## src/rtl/pipe_ctrl_pkg.sv

```systemverilog
// rtl/pipe_ctrl_pkg.sv - shared constants, stall patterns and FSM state type for pipe_ctrl
package pipe_ctrl_pkg;

    localparam logic        STOP        = 1'b1;
    localparam logic        NOT_STOP    = 1'b0;
    localparam int          STALL_BUS_W = 6;
    localparam logic        RST_ENABLE  = 1'b1;
    localparam logic [31:0] ZERO_WORD   = 32'h0000_0000;

    typedef logic [STALL_BUS_W-1:0] stall_bus_t;

    // Bit 5 (WB) is never stopped so the instruction in WB always retires.
    localparam stall_bus_t STALL_FROM_MEM = {NOT_STOP, STOP, STOP, STOP, STOP, STOP};
    localparam stall_bus_t STALL_FROM_EX  = {NOT_STOP, NOT_STOP, STOP, STOP, STOP, STOP};
    localparam stall_bus_t STALL_FROM_ID  = {NOT_STOP, NOT_STOP, NOT_STOP, STOP, STOP, STOP};
    localparam stall_bus_t STALL_NONE     = {STALL_BUS_W{NOT_STOP}};

    typedef enum logic {
        ST_RUN   = 1'b0,
        ST_FLUSH = 1'b1
    } state_t;

    function automatic stall_bus_t stall_pattern(input logic req_mem,
                                                 input logic req_ex,
                                                 input logic req_id);
        if (req_mem)
            return STALL_FROM_MEM;
        else if (req_ex)
            return STALL_FROM_EX;
        else if (req_id)
            return STALL_FROM_ID;
        else
            return STALL_NONE;
    endfunction

endpackage

```

## src/rtl/pipe_ctrl_stall_watchdog.sv

```systemverilog
// rtl/pipe_ctrl_stall_watchdog.sv - consecutive-stall run counter with sticky timeout flag
module pipe_ctrl_stall_watchdog
    import pipe_ctrl_pkg::*;
#(
    parameter int TIMEOUT = 1024
) (
    input  logic clk,
    input  logic rst,
    input  logic i_stall_active,
    input  logic i_flush,
    output logic o_timeout
);

    localparam int              RUN_W = $clog2(TIMEOUT + 1);
    localparam logic [RUN_W-1:0] LIMIT = RUN_W'(TIMEOUT);

    logic [RUN_W-1:0] r_run_cnt;
    logic [RUN_W-1:0] w_run_next;
    logic             r_timeout;

    always_comb begin
        w_run_next = r_run_cnt;
        if (i_flush || !i_stall_active)
            w_run_next = '0;
        else if (r_run_cnt != LIMIT)
            w_run_next = r_run_cnt + 1'b1;
    end

    // Flag is set on the same edge that carries the counter to the limit.
    always_ff @(posedge clk or posedge rst) begin
        if (rst) begin
            r_run_cnt <= '0;
            r_timeout <= 1'b0;
        end else begin
            r_run_cnt <= w_run_next;
            if (w_run_next == LIMIT)
                r_timeout <= 1'b1;
        end
    end

    assign o_timeout = r_timeout;

endmodule

```

## src/rtl/pipe_ctrl.sv

```systemverilog
// rtl/pipe_ctrl.sv - pipeline stall merge, exception flush sequencer and stall statistics
module pipe_ctrl
    import pipe_ctrl_pkg::*;
#(
    parameter int TIMEOUT = 1024,
    parameter int CNT_W   = 32
) (
    input  logic             clk,
    input  logic             rst,
    input  logic             stallreq_id,
    input  logic             stallreq_ex,
    input  logic             stallreq_mem,
    input  logic             excep_req,
    input  logic [31:0]      excep_pc,
    output logic [5:0]       stall,
    output logic             flush,
    output logic [31:0]      new_pc,
    output logic             stall_timeout,
    output logic [CNT_W-1:0] stall_cycles
);

    state_t           r_state;
    logic             r_flush;
    logic [31:0]      r_new_pc;
    logic [CNT_W-1:0] r_stall_cycles;
    stall_bus_t       w_stall;
    logic             w_stall_active;
    logic             w_timeout;

    // Exception and flush both suppress stalls so the flush lands on a moving pipe.
    always_comb begin
        w_stall = STALL_NONE;
        if (rst == RST_ENABLE)
            w_stall = STALL_NONE;
        else if (r_state == ST_FLUSH)
            w_stall = STALL_NONE;
        else if (excep_req)
            w_stall = STALL_NONE;
        else
            w_stall = stall_pattern(stallreq_mem, stallreq_ex, stallreq_id);
    end

    assign w_stall_active = (w_stall != STALL_NONE);

    always_ff @(posedge clk or posedge rst) begin
        if (rst) begin
            r_state  <= ST_RUN;
            r_flush  <= 1'b0;
            r_new_pc <= ZERO_WORD;
        end else begin
            case (r_state)
                ST_RUN: begin
                    if (excep_req) begin
                        r_state  <= ST_FLUSH;
                        r_flush  <= 1'b1;
                        r_new_pc <= excep_pc;
                    end else begin
                        r_flush  <= 1'b0;
                    end
                end
                ST_FLUSH: begin
                    r_state <= ST_RUN;
                    r_flush <= 1'b0;
                end
                default: begin
                    r_state <= ST_RUN;
                    r_flush <= 1'b0;
                end
            endcase
        end
    end

    always_ff @(posedge clk or posedge rst) begin
        if (rst)
            r_stall_cycles <= '0;
        else if (w_stall_active && (r_stall_cycles != {CNT_W{1'b1}}))
            r_stall_cycles <= r_stall_cycles + 1'b1;
    end

    pipe_ctrl_stall_watchdog #(
        .TIMEOUT (TIMEOUT)
    ) u_stall_watchdog (
        .clk            (clk),
        .rst            (rst),
        .i_stall_active (w_stall_active),
        .i_flush        (r_flush),
        .o_timeout      (w_timeout)
    );

    assign stall         = w_stall;
    assign flush         = r_flush;
    assign new_pc        = r_new_pc;
    assign stall_timeout = w_timeout;
    assign stall_cycles  = r_stall_cycles;

endmodule

```

## config.mk

```make
export PLATFORM = sky130hd
export DESIGN_NAME = pipe_ctrl
export DESIGN_NICKNAME = d
export VERILOG_FILES = /design/src/rtl/pipe_ctrl_pkg.sv /design/src/rtl/pipe_ctrl_stall_watchdog.sv /design/src/rtl/pipe_ctrl.sv
export SDC_FILE = /design/constraint.sdc
export NUM_CORES = 1
export LEC_CHECK = 0
export ABC_CLOCK_PERIOD_IN_PS = 2600
export CAP_MARGIN = 20
export CORE_UTILIZATION = 46
export CTS_CLUSTER_SIZE = 14
export DETAILED_ROUTE_END_ITERATION = 7
export GPL_TIMING_DRIVEN = 0
export MAX_ROUTING_LAYER = met4
export PLACE_DENSITY = 0.82
export RECOVER_POWER = 25
export SLEW_MARGIN = 20
export SYNTH_ARGS = -nofsm -noshare
export SYNTH_HDL_FRONTEND = slang
export SYNTH_SLANG_ARGS = --single-unit
```

## constraint.sdc

```tcl
create_clock -name clk -period 2.6 [get_ports clk]
set_clock_uncertainty 0.05 [all_clocks]
set_input_delay 0.39 -clock clk [delete_from_list [all_inputs] [get_ports clk]]
set_output_delay 0.39 -clock clk [all_outputs]
set_load 0.05 [all_outputs]
```

==> results.md, run 1 <==
- Final ANT Viol Nets: 0
- 1st-pass router iterations: 4
- Pre-CTS setup slack: -927 ps
- Worst slew pin tran: 965 ps
- TritonCTS clock tree: built
- Die area: 0.00782 sq mm
- HPWL after DPL: between 5 and 6 mm
- RSZ-0062 raised after global routing: no
- Final setup fails: 0
- Final hold vios: 0
- Global route hottest layer: met2
- Cell taking the most area after synthesis: dfrtp_1
- Critical-path top delay cell: clkdlybuf4s50_1
- Power density over cell area: 680 mW/mm^2
- Layout cells sized above 1: 0.165
- CTS buffer count: 9
- Cell count after synthesis: 295
- Drc violations: 0
- Max VDD drop: 0.000582 V
- Peak Freq: between 300 and 400 MHz
- PortBufs: 108
- Most frequent cells after synthesis: dfrtp_1 (77), mux2_2 (33), nor2_1 (24), xnor2_1 (20), xor2_1 (20)
- P&R area growth vs syn: 42.1%
- Root Driver: clkbuf_8
- Switching share of total power: 0.345
- Total nets after synthesis: ~340
- Min Tclk post-route: around 2500 ps
- Area of the core: 0.00725 sq mm
- Clock group share of total power: 0.269
- Clk sink count: between 70 and 80
- Main synth FF type: dfrtp_1
- H-tree Lvls: 3
- Max-cap violations: 0
- Post-DR wirelength/cell: between 10 and 15 microns
- Largest net degree at the start of global routing: 57
- Static Leak: 0.00203 uW
- Core Util, Final: 0.674
- Worst EP required: 2160 ps
- Initial Util: 0.474
- Crit path cell chain: clkdlybuf4s50_1 > nor3_2 > o31ai_4 > inv_2 > buf_4 > clkdlybuf4s15_2
- Vias: 2621
- Routability Congestion: 0.910
- Post-Place Cells: 503
- Power, Total: 3320 uW
- Top-count cell post-synth: dfrtp_1
- Final Cycle Share: 0.964
- Pint: 2180 uW
- Antenna diode count: 0
- YS warnings: 0
- Worst skew pair latency: 340 ps
- Clock tree buffer depth: 2
- R2r endpoint: u_stall_watchdog.o_timeout
- Row Count: 31
- Status: completed
- DRT Wirelength: slightly below 8 mm
- Mapped Area: 0.00344 sq mm
- Reg-to-reg slack, setup: roughly 100 ps
- Worst EP arrival: 2070 ps
- Yosys top cell area share: 0.560
- Net Switching: 1150 uW
- Register bit total from synthesis: between 70 and 80
- FF-to-FF path depth: 6
- Crit-path max cell delay: 460 ps
- Async set-or-reset flop fraction in the synthesized netlist: 1.00
- Via density: 5.06
- Initial antenna violation count: 0
- Final WS setup: 92.4 ps
- Sequential share of power: 0.431
- Io pins: 110
- CP Launch Type: primary input
- Total GRT Usage: 0.220
- CTS Hold Bufs: 0
- Hold Crit Start: u_stall_watchdog.o_timeout
- Vias in the first global route: around 2700
- Synth area leaders: dfrtp_1 (56%), mux2_2 (11%), xnor2_1 (5.1%)
- Hold crit path type: reg -> reg
- Setup crit end kind: output port
- Remaining Overflow, GRT: 0
- GRT met3 Usage: 0.0485
- EDFF count, synth: 0
- Final max-slew violation count: 0
- M2 GR Usage: 0.364
- Post-synthesis sequential area ratio: 0.560
- WS Path Type: in -> out
- Hold path endpoint: u_stall_watchdog.o_timeout
- DR iter-0 viols: 126
- Height of the die: 88.5 microns
- Critical path peak fanout: 8
- Worst-path clk slew: around 70 ps
- Setup TNS: 0 ps
- R2R Path Start: u_stall_watchdog.r_run_cnt[0]
- Max-slew headroom: 0.353
- Met1 GRT Util: 0.259
- Hold path depth: 2
- Final cell count without fillers: 518
- Syn Area/Cell: around 12 sq um
- First-pass GRT wire length: 12.5 mm
- Die span in x: 88.5 microns
- Synth cell types: 39
- Nets: 456
- Combinational fraction of design power: 0.300
-- repair_timing --
| action | in CTS | in global routing |
|---|---|---|
| gates cloned | 0 | 0 |
| setup endpoints to repair | 3 | 1 |
| gates resized for setup | 15 | 3 |
| setup buffers | 0 | 0 |
-- sequential cells by signal, indices dropped and copies added (netlist names) --
signal,count
stall_cycles,32
u_stall_watchdog.r_run_cnt,11
u_stall_watchdog.o_timeout,1
new_pc,32
flush,1
-- per-layer routing --
layer,vias up,share of wire
met5,-,0
met4,0,0.026
met3,15,0.045
met2,75,0.51
met1,1275,0.41
li1,1256,-
-- metrics by stage --
stage	hold WS [ps]	instance area (sq um)
after CTS	368	4890
final	425	4890
after global placement	406	4640
after detailed placement	405	4670
after floorplan	466	3440
after global routing	442	4890
-- kinds of logic (layout without fill, tap and decap cells) --
family	count (synthesis)	count (layout)	synth area share
simple gates	105	105	0.157
flops	77	77	0.560
xor+xnor	40	40	0.102
mux	33	33	0.108
buf+inv	23	147	0.0295
compound gates	13	13	0.0309
fa+ha+maj	3	3	0.0109
other cells	1	1	0.00109
-- worst max-delay path, delay by kind of cell --
| family | cells | cell delay (ps) |
|---|---|---|
| compound gates | 1 | 200 |
| buf+inv | 4 | 1120 |
| simple gates | 1 | 340 |
-- power groups by stage --
stage               registers [uW]  clock network, uW  logic (uW)
floorplan                     1870                  0         199
global placement              1440                  0         984
detailed placement            1450                  0        1000
CTS                           1430                921        1010
global route                  1450                971        1040
finish                        1430                894         998
-- cells in the final DEF, fill, tap and decap left out, types with 3 or more instances in the layout --
master,count
clkdlybuf4s50_1,103
xor2_1,20
and3_1,5
a21oi_1,4
nand3_1,17
clkbuf_8,11
dfrtp_1,76
buf_2,3
mux2_2,33
nand2_1,14
clkbuf_1,5
clkdlybuf4s15_2,3
inv_1,10
nor3_1,16
buf_4,3
nor2_1,24
xnor2_1,20
nand4_1,13
-- cell type report --
cell class,count,area [sq um]
well taps,99,124
flip-flops and latches,77,1930
clock inverters,4,47.5
plain buffers,11,56.3
repair buffers,109,1090
fillers,550,2370
multi-input cells,195,1440
inverters,12,46.3
clock buffers,11,151
-- worst max-delay path by stage --
stage                                              from                    endpoint  slack [ps]  cells past startpoint
after CTS                 u_stall_watchdog.r_run_cnt[0]  u_stall_watchdog.o_timeout          40                      6
after floorplan                        stall_cycles[25]            stall_cycles[15]         180                      6
after global routing      u_stall_watchdog.r_run_cnt[0]  u_stall_watchdog.o_timeout          40                      6
after detailed placement                    stallreq_ex                    stall[2]        -930                      5
final                                               rst                    stall[2]          90                      6
after global placement                              rst            stall_cycles[25]       -1060                      2
Note: power is estimated with default switching activity, not from simulation.
==> run 2: changes to the inputs <==
--- a/config.mk
+++ b/config.mk
@@ -14,7 +14,7 @@
 export MAX_ROUTING_LAYER = met4
 export PLACE_DENSITY = 0.82
 export RECOVER_POWER = 25
-export SLEW_MARGIN = 20
+export SLEW_MARGIN = 10
 export SYNTH_ARGS = -nofsm -noshare
 export SYNTH_HDL_FRONTEND = slang
 export SYNTH_SLANG_ARGS = --single-unit
==> results of run 2 <==
The final DEF is identical to that of run 1; final timing and power are the same.
